## config.mk

```make
export PLATFORM = sky130hd
export DESIGN_NAME = fetch_pc_ctrl_flat
export DESIGN_NICKNAME = d
export VERILOG_FILES = /design/src/rtl/fetch_pc_ctrl_if.sv /design/src/rtl/fetch_pc_ctrl.sv /design/src/flat_wrapper.sv
export SDC_FILE = /design/constraint.sdc
export NUM_CORES = 1
export LEC_CHECK = 0
export ABC_AREA = 1
export BUFFER_PORTS_ARGS = -buffer_cell sky130_fd_sc_hd__buf_2
export CAP_MARGIN = 20
export CORE_MARGIN = 8
export CORE_UTILIZATION = 40
export DETAILED_ROUTE_END_ITERATION = 8
export PLACE_DENSITY_LB_ADDON = 0.3
export REMOVE_ABC_BUFFERS = 1
export SLEW_MARGIN = 30
export SYNTH_ARGS = -nofsm -noshare
export SYNTH_HDL_FRONTEND = slang
export SYNTH_SLANG_ARGS = --single-unit
```

## constraint.sdc

```tcl
create_clock -name clk -period 2 [get_ports clk]
set_input_delay 0.2 -clock clk [delete_from_list [all_inputs] [get_ports clk]]
set_output_delay 0.2 -clock clk [all_outputs]
set_load 0.05 [all_outputs]
```

## src/rtl/fetch_pc_ctrl_if.sv

```systemverilog
// IMEM read port between the fetch PC engine (master) and the per-core instruction memory (slave).
// One request is accepted on req && ready; exactly one rvalid beat answers it later.
interface fetch_pc_ctrl_if;
    logic        imem_req;
    logic [31:0] imem_addr;
    logic        imem_ready;
    logic        imem_rvalid;
    logic [31:0] imem_rdata;

    modport master (
        output imem_req,
        output imem_addr,
        input  imem_ready,
        input  imem_rvalid,
        input  imem_rdata
    );

    modport slave (
        input  imem_req,
        input  imem_addr,
        output imem_ready,
        output imem_rvalid,
        output imem_rdata
    );
endinterface

```

## src/rtl/fetch_pc_ctrl.sv

```systemverilog
// PC generator and IMEM read engine feeding ins_fetch through a 2-entry buffer.
// rvalid at cycle t shows as instr_valid_out at t+1; stall_in holds the head and stops refills when full.
// Redirect flushes the buffer and drops the one stale response still owed by memory.
module fetch_pc_ctrl #(
    parameter logic [31:0] RESET_PC  = 32'h0000_0000,
    parameter logic [31:0] NOP_INSTR = 32'h0000_0013
) (
    input  logic                   clk,
    input  logic                   rst,
    input  logic                   stall_in,
    input  logic                   redirect_valid,
    input  logic [31:0]            redirect_pc,
    fetch_pc_ctrl_if.master        imem,
    output logic [31:0]            pc_out,
    output logic [31:0]            instr_out,
    output logic                   instr_valid_out,
    output logic                   fetch_misaligned
);
    typedef enum logic [1:0] {S_IDLE, S_REQ, S_WAIT} state_e;

    state_e      state_q;
    logic [31:0] fetch_pc_q;
    logic [1:0]  count_q;
    logic [1:0]  count_d;
    logic        kill_q;
    logic        misalign_q;
    logic [31:0] hd_pc_q, hd_ins_q, tl_pc_q, tl_ins_q;
    logic        push, pop;

    always_comb begin
        pop     = (count_q != 2'd0) && !stall_in && !redirect_valid;
        push    = (state_q == S_WAIT) && imem.imem_rvalid && !kill_q && !redirect_valid;
        count_d = count_q + {1'b0, push} - {1'b0, pop};
    end

    always_ff @(posedge clk or negedge rst) begin
        if (!rst) begin
            state_q    <= S_IDLE;
            fetch_pc_q <= RESET_PC;
            kill_q     <= 1'b0;
            misalign_q <= 1'b0;
        end else begin
            misalign_q <= redirect_valid && (redirect_pc[1:0] != 2'b00);
            if (redirect_valid) begin
                fetch_pc_q <= {redirect_pc[31:2], 2'b00};
                case (state_q)
                    // A response is still owed: stay until it arrives, unless it is arriving now.
                    S_WAIT: begin
                        if (imem.imem_rvalid) begin
                            kill_q  <= 1'b0;
                            state_q <= S_REQ;
                        end else begin
                            kill_q  <= 1'b1;
                        end
                    end
                    S_REQ: begin
                        kill_q  <= 1'b1;
                        state_q <= imem.imem_ready ? S_WAIT : S_REQ;
                    end
                    default: state_q <= S_REQ;
                endcase
            end else begin
                case (state_q)
                    S_IDLE: if (count_q < 2'd2) state_q <= S_REQ;
                    S_REQ:  if (imem.imem_ready) state_q <= S_WAIT;
                    S_WAIT: begin
                        if (imem.imem_rvalid) begin
                            if (kill_q) begin
                                kill_q  <= 1'b0;
                                state_q <= S_REQ;
                            end else begin
                                fetch_pc_q <= fetch_pc_q + 32'd4;
                                state_q    <= (count_d < 2'd2) ? S_REQ : S_IDLE;
                            end
                        end
                    end
                    default: state_q <= S_IDLE;
                endcase
            end
        end
    end

    always_ff @(posedge clk or negedge rst) begin
        if (!rst) begin
            count_q  <= 2'd0;
            hd_pc_q  <= 32'd0;
            hd_ins_q <= 32'd0;
            tl_pc_q  <= 32'd0;
            tl_ins_q <= 32'd0;
        end else begin
            count_q <= redirect_valid ? 2'd0 : count_d;
            if (push && ((count_q == 2'd0) || (count_q == 2'd1 && pop))) begin
                hd_pc_q  <= fetch_pc_q;
                hd_ins_q <= imem.imem_rdata;
            end else if (push && (count_q == 2'd1)) begin
                tl_pc_q  <= fetch_pc_q;
                tl_ins_q <= imem.imem_rdata;
            end else if (pop && (count_q == 2'd2)) begin
                hd_pc_q  <= tl_pc_q;
                hd_ins_q <= tl_ins_q;
                if (push) begin
                    tl_pc_q  <= fetch_pc_q;
                    tl_ins_q <= imem.imem_rdata;
                end
            end
        end
    end

    assign imem.imem_req    = (state_q == S_REQ);
    assign imem.imem_addr   = fetch_pc_q;
    assign instr_valid_out  = (count_q != 2'd0);
    assign pc_out           = instr_valid_out ? hd_pc_q : fetch_pc_q;
    assign instr_out        = instr_valid_out ? hd_ins_q : NOP_INSTR;
    assign fetch_misaligned = misalign_q;
endmodule
```

## src/flat_wrapper.sv

```systemverilog
// flat-port wrapper written by rule: the top's interface ports become plain ports
module fetch_pc_ctrl_flat 
#(
    parameter logic [31:0] RESET_PC  = 32'h0000_0000,
    parameter logic [31:0] NOP_INSTR = 32'h0000_0013
)
  (clk, rst, stall_in, redirect_valid, redirect_pc, pc_out, instr_out, instr_valid_out, fetch_misaligned, imem_imem_req, imem_imem_addr, imem_imem_ready, imem_imem_rvalid, imem_imem_rdata);
  fetch_pc_ctrl_if imem_i ();
  input  logic clk;
  input  logic rst;
  input  logic stall_in;
  input  logic redirect_valid;
  input  logic [31:0] redirect_pc;
  output logic [31:0] pc_out;
  output logic [31:0] instr_out;
  output logic instr_valid_out;
  output logic fetch_misaligned;
  output wire logic [$bits(imem_i.imem_req)-1:0] imem_imem_req;
  output wire logic [$bits(imem_i.imem_addr)-1:0] imem_imem_addr;
  input wire logic [$bits(imem_i.imem_ready)-1:0] imem_imem_ready;
  input wire logic [$bits(imem_i.imem_rvalid)-1:0] imem_imem_rvalid;
  input wire logic [$bits(imem_i.imem_rdata)-1:0] imem_imem_rdata;
  assign imem_imem_req = imem_i.imem_req;
  assign imem_imem_addr = imem_i.imem_addr;
  assign imem_i.imem_ready = imem_imem_ready;
  assign imem_i.imem_rvalid = imem_imem_rvalid;
  assign imem_i.imem_rdata = imem_imem_rdata;
  fetch_pc_ctrl #(.RESET_PC(RESET_PC), .NOP_INSTR(NOP_INSTR)) u_core (.clk(clk), .rst(rst), .stall_in(stall_in), .redirect_valid(redirect_valid), .redirect_pc(redirect_pc), .imem(imem_i), .pc_out(pc_out), .instr_out(instr_out), .instr_valid_out(instr_valid_out), .fetch_misaligned(fetch_misaligned));
endmodule
```

==> results of run 1 <==
-- per-layer routing --
layer  up-vias  wire length (µm)  GRT usage, %
met2       276             11820         31.69
met4         2               423         6.528
met3        34              1881         4.662
li1       3717                 -             -
met5         -                13             0
met1      3723             11510         27.25
-- metrics by stage --
stage,hold slack (ns),setup TNS [ns],instance area [µm²],utilization (%)
after global routing,0.01810,-0.01349,10440,53.27
final,0.01820,0,10440,53.29
after floorplan,-0.09559,-324.68,7761,-
after global placement,0.1772,0,9315,47.55
after detailed placement,0.1752,0,9315,47.55
after CTS,0.00001357,0,10240,52.28
-- cells in the mapped netlist (7+ instances only) --
cell type	instances	area, µm²
a21oi_1	32	160.2
buf_2	17	85.08
clkbuf_1	29	108.9
dfrtp_1	160	4004
inv_1	155	581.8
nand2_1	206	773.2
nand3_1	76	380.4
nor2_1	114	427.9
nor3_1	9	45.04
o21ai_0	61	305.3
o21ai_1	27	135.1
o221ai_1	63	551.8
xor2_1	7	61.31
-- logic make-up (layout without fill, tap and decap cells) --
logic type,Yosys count,in the layout,synth area share [%]
AO/OA/AOI/OAI,201,201,15.95
buffers and inverters,214,430,10.75
AND/OR/NAND/NOR,420,420,21.63
adder cells (fa/ha/maj),6,6,0.9362
XOR/XNOR,7,7,0.7646
other,1,5,0.04676
flip-flops,160,160,49.93
-- path summary, 6_finish.rpt --
kind,startpoint,end,slack (ns),cells after the start
worst max-delay path,u_core.count_q[1],pc_out[20],0.07,5
worst min-delay path,redirect_pc[14],u_core.imem.imem_addr[14],0.02,3
worst max register to register,u_core.state_q[0],u_core.tl_pc_q[5],0.08,8
worst min register to register,u_core.tl_pc_q[24],u_core.tl_pc_q[24],0.49,2
max in group asynchronous,rst,u_core.imem.imem_addr[23],1.05,3
min in group asynchronous,rst,u_core.hd_ins_q[8],0.28,2
-- sequential cells by signal, indices dropped and copies added (netlist names) --
name,flops
u_core.hd_ins_q,32
u_core.tl_ins_q,32
u_core.hd_pc_q,30
u_core.imem.imem_addr,30
u_core.tl_pc_q,30
u_core.count_q,2
u_core.state_q,2
u_core.fetch_misaligned,1
u_core.kill_q,1
-- layout make-up --
| cell class | instances | area share [%] |
|---|---|---|
| sequential | 160 | 38.38 |
| clock buffer | 20 | 4.279 |
| antenna | 1 | 0.02397 |
| clock inverter | 12 | 1.750 |
| tap | 265 | 3.176 |
| inverter | 158 | 5.681 |
| multi-input combinational | 638 | 30.74 |
| timing repair buffer | 240 | 15.97 |
-- timing repair --
action,4_1_cts,5_1_grt
gates resized for setup,15,19
pin swaps,0,2
buffers inserted,0,8
setup endpoints to repair,15,148
hold endpoints to repair,70,0
hold buffers,26,0
cloned,0,4
-- power groups by stage --
stage | Clock (W) | Combinational, W | Sequential (W)
after floorplan | 0 | 0.00212 | 0.00473
after global placement | 0 | 0.00347 | 0.00442
after detailed placement | 0 | 0.00351 | 0.00445
after CTS | 0.00354 | 0.00362 | 0.00439
after global routing | 0.00367 | 0.00407 | 0.00448
final | 0.00349 | 0.00369 | 0.00439
-- worst register-to-register path: stages, from the launching register on --
cell     delay, ns
dfrtp_1       0.39
inv_1         0.09
ha_2          0.21
nand3_4       0.11
nor2_4        0.21
buf_4         0.18
nand3_4       0.09
buf_12        0.23
o21ai_0       0.32
==> metrics.txt, run 1 <==
status=complete, no violations; clock slew at reported path FFs=0.06 ns; YS warnings=0; Starting Density=40.93%; Leakage=around 5.3 nW; final WL=25,650 µm; Final Setup Violations=0; placed cells=1,423; clock skew=between 0.009 and 0.01 ns; die area=24,830 µm²; Critical Path RT=1.80 ns; worst vdd ir=roughly 700 µV; total power=0.01157 W; CTS H-tree depth=4; chip height=157.6 µm; library cells used by synthesis=33; Cell Count, Final, Fillers Out=1,494; WL per Instance=approximately 17 µm; PortBufs=164; CP Capture Type=output port; Logic pwr share=about a third; worst-case clock buffer depth=2; total power per unit cell area=1108 nW/µm²; Mapped Area=roughly 8000 µm²; layout cell share with drive strength beyond 1=21.50%; Psw=0.004201 W; GP Congestion=approximately 0.85; asr flop ratio synth=100.0%; register area=between 4000 and 5000 µm²; ys flop type=dfrtp_1; post-place setup slack=between 0.07 and 0.08 ns; routed via count=between 7,000 and 8,000; Avg Inst Size Synth=slightly below 8 µm²; Area Overhead vs Synth=30.18%; Global Route Usage Sum=around 20%; Max Clk Rate=a little over 500 MHz; Min-Delay Path Class=in -> reg; first-pass GRT wire length=39,550 µm; Final WS setup=between 0.07 and 0.08 ns; slowest stage cell, crit path=dfrtp_2; largest net degree at the start of global routing=95; crit-path most repeated cell=buf_4; Worst-Margin Slew=0.6314 ns; area of the multi-input gates=roughly 3200 µm²; CP Launch Type=register; max incr delay on CP=around 0.44 ns; violation count after the first detailed-route iteration=~600; TritonCTS Sinks=160; crit path time final=between 1.5 and 2 ns; Slew Viols, Final=0; std cell rows=51; Top Family by Delay on Critical Path=buffers and inverters; CTS Buf Count=17; grt total ovfl=0; most frequent cells in the layout=nand2_1, dfrtp_1, inv_1; vias in the first global route=between 7,000 and 8,000; sequential share of the synthesized area=49.93%; worst-path cell chain=nor2_4 > buf_4 > clkbuf_16 > o21ai_0 > buf_4; Syn Inst Count=between 1,000 and 1,500; ANT nets after route=0; register bit total from synthesis=160; switching share of power=36.31%; Seq pwr share=between 30% and 40%; Hold Vio Cnt, Final=0; CP Buf/Inv Count=3; Final #Nets=~1,300; clock power share=between 30 and 40%; CTS root buffer=clkbuf_16; Die X=roughly 160 µm; Pre-Repair DR Iteration Count=5; Max-Cap Viols=0; IO Pins=169; Tcrit/Tclk final=96.34%; Post-synth EDFFs=0; WS Path Type=reg -> out; core area=19,590 µm²; initial antenna violation count=1; internal power=about 0.0074 W; Crit Path Max Fanout=14; filler instances=between 1,500 and 2,000; DRC=0; CTS tree=done; Slew HR=between 50% and 60%; DP Wirelength=between 15,000 and 20,000 µm; Via density=~5.2; most common cell after layout, fill and taps aside=nand2_1; clock latency on the worst-skew pair=approximately 0.43 ns; Crit path arrival time=about 1.7 ns
Power figures use the tool's default switching activity.
==> run 2, diff against run 1 <==
- ABC_AREA: 1 -> default
==> run 2 against run 1 <==
Clock skew is 0.00054 ns higher. First-iteration DRC count is 44% lower. Global-route usage is 2.5 points lower. Critical endpoint is now pc_out[31].
==> metrics.txt, run 2 <==
status=complete, no violations; routed via count=between 6,000 and 7,000; GP Congestion=about 0.76; PortBufs=164; Cell Count, Final, Fillers Out=~1,200; clock skew=slightly above 0.01 ns; die area=~24,000 µm²; Critical Path Start=u_core.count_q[0]; Crit path arrival time=~1.8 ns; Starting Density=a little over 40%; layout cell share with drive strength beyond 1=38.09%; Min-Delay Path Class=in -> reg; worst vdd ir=624.3 µV; Post-synth EDFFs=0; filler instances=about 1,600; area of the multi-input gates=~3500 µm²; Crit Path Max Fanout=10; worst-case clock buffer depth=2; CP Launch Type=register; Compound-Gate Fraction of Synth Area=approximately 11%; Avg Inst Size Synth=roughly 11 µm²; hold path depth=3; CTS tree=done; grt total ovfl=0; RSZ-0062 raised after global routing=yes; std cell rows=50; post-synthesis simple-gate area fraction=17.15%; first-pass GRT wire length=about 34,000 µm; initial antenna violation count=0; Top Registers=u_core.hd_ins_q: 32 flops, u_core.tl_ins_q: 32 flops; register bit total from synthesis=160; Die X=about 150 µm; placed cells=1,118; Max-Cap Viols=0; WL per Instance=18.06 µm; Yosys top cell by area=dfrtp_1; CTS root buffer=clkbuf_16; Via density=approximately 5.3; reg2reg start=u_core.state_q[0]; clock slew at reported path FFs=~0.060 ns; chip height=about 150 µm; multiplexer area fraction after synthesis=~13%; Max Clk Rate=slightly above 500 MHz; vias in the first global route=between 6,000 and 7,000; Final Setup Violations=0; asr flop ratio synth=100.0%; TritonCTS Sinks=160; sequential share of the synthesized area=52.52%; Global Route Usage Sum=roughly 18%; Syn Inst Count=just over 700; YS warnings=0; CTS H-tree depth=4; CTS Buf Count=17; WHS Endpoint=u_core.imem.imem_addr[10]; register area=~4000 µm²; Leakage=approximately 5.1 nW; Worst Reg-to-Reg Cells=7; post-place setup slack=-0.1066 ns; clock latency on the worst-skew pair=around 0.42 ns; DP Wirelength=14,050 µm; most numerous cell in the Yosys netlist=dfrtp_1; WS Path Type=reg -> out; HP Start=redirect_pc[10]; violation count after the first detailed-route iteration=337; total power per unit cell area=974.0 nW/µm²; Pre-Repair DR Iteration Count=5; crit path time final=a little under 2 ns; setup_tns=0 ns; final WL=approximately 21,000 µm; Synth area leaders=dfrtp_1, mux2_2, nand2_1, a22oi_1, nor2b_1; most common cell after layout, fill and taps aside=dfrtp_1; FF-to-FF setup slack=between 0.1 and 0.15 ns; main combinational cell family by area after synthesis=simple AND/OR/NAND/NOR gates; Final WS setup=approximately 0.036 ns; Mapped Area=7624 µm²; largest net degree at the start of global routing=60; Final #Nets=1,006; top post-synthesis cells by count=dfrtp_1, nand2_1, mux2_2; reg2reg end=u_core.imem.imem_addr[18]; Tcrit/Tclk final=98.19%; adder-cell share of the synthesized area=less than 1%; DRC=0; ys flop type=dfrtp_1; XOR/XNOR Fraction of Synth Area=roughly 1.3%; library cells used by synthesis=47; ANT nets after route=0; CP Capture Type=output port; Critical Path RT=roughly 1.8 ns; most frequent cells in the layout=dfrtp_1, nand2_1, buf_2; Area Overhead vs Synth=33.99%; Util after Layout=between 50% and 60%; Slew Viols, Final=0; IO Pins=approximately 170; core area=between 15,000 and 20,000 µm²; top cell type's share of synthesized area=52.52%; Hold Vio Cnt, Final=0
-- run 2: cell count changes after synthesis, sizes merged, moves of 26 or more --
cell    before  now
a21oi       32    6
a22oi        2   62
inv        157    6
mux2         0   88
nand2      207  153
nand3       78   15
nor2       120   19
nor2b        0   30
o21ai       89   25
o221ai      63    0
-- run 2: critical path: stages (launching register included) --
cell and delay (ns):
dfrtp_2 0.42, nor2_4 0.13, buf_12 0.15, buf_12 0.13, mux2_2 0.35, buf_6 0.16
-- run 2: metal layers --
| metal | GRT usage, % | wire length (µm) | up-vias |
|---|---|---|---|
| li1 | - | - | 2968 |
| met1 | 23.68 | 9826 | 3016 |
| met2 | 28.43 | 9984 | 178 |
| met3 | 4.064 | 1145 | 18 |
| met4 | 5.040 | 264 | 0 |
| met5 | 0 | 0 | - |
-- run 2: where the power goes --
| part | internal (W) | switching [W] | total, W |
|---|---|---|---|
| combinational | 0.000972 | 0.00150 | 0.00247 |
| clock | 0.00194 | 0.00123 | 0.00317 |
| sequential | 0.00393 | 0.000376 | 0.00430 |
-- run 2: stage by stage --
step | instance area [µm²] | power, W | hold slack, ns
after floorplan | 7398 | 0.005834 | -0.09559
after global placement | 8990 | 0.006522 | 0.1574
after detailed placement | 8990 | 0.006592 | 0.1631
after CTS | 9981 | 0.009920 | 0.000001638
after global routing | 10210 | 0.01050 | 0.008316
final | 10210 | 0.009950 | 0.01907
-- run 2: repair_timing --
action                                  in CTS  in global routing
endpoints found under the setup margin      41                122
gates resized for setup                     43                 87
cloned                                       2                  1
hold buffers                                16                  0
pin swaps                                    2                  3
buffers inserted                             8                  2
endpoints found under the hold margin       54                  0
-- run 2: cell families (layout without fill, tap and decap cells) --
group / Yosys count / count (layout)
adder cells (fa/ha/maj): 6 / 6
multiplexers: 91 / 91
other: 1 / 5
flip-flops: 160 / 160
AND/OR/NAND/NOR: 271 / 271
buffers and inverters: 60 / 272
AO/OA/AOI/OAI: 125 / 125
XOR/XNOR: 11 / 11
-- run 2: final cells by class --
| type | instances | share of cell area [%] |
|---|---|---|
| repair buffers | 236 | 17.90 |
| flip-flops and latches | 160 | 39.22 |
| clock buffers | 23 | 4.777 |
| inverters | 7 | 0.2572 |
| clock inverters | 6 | 0.8084 |
| diodes | 1 | 0.02450 |
| well taps | 234 | 2.866 |
| multi-input cells | 508 | 34.15 |
-- run 2: worst max-delay path by stage --
stage / cells past startpoint / to
after CTS: 4 / pc_out[23]
final: 5 / pc_out[31]
after floorplan: 4 / u_core.hd_ins_q[0]
after detailed placement: 6 / u_core.imem.imem_addr[28]
after global placement: 6 / u_core.imem.imem_addr[24]
after global routing: 5 / pc_out[31]
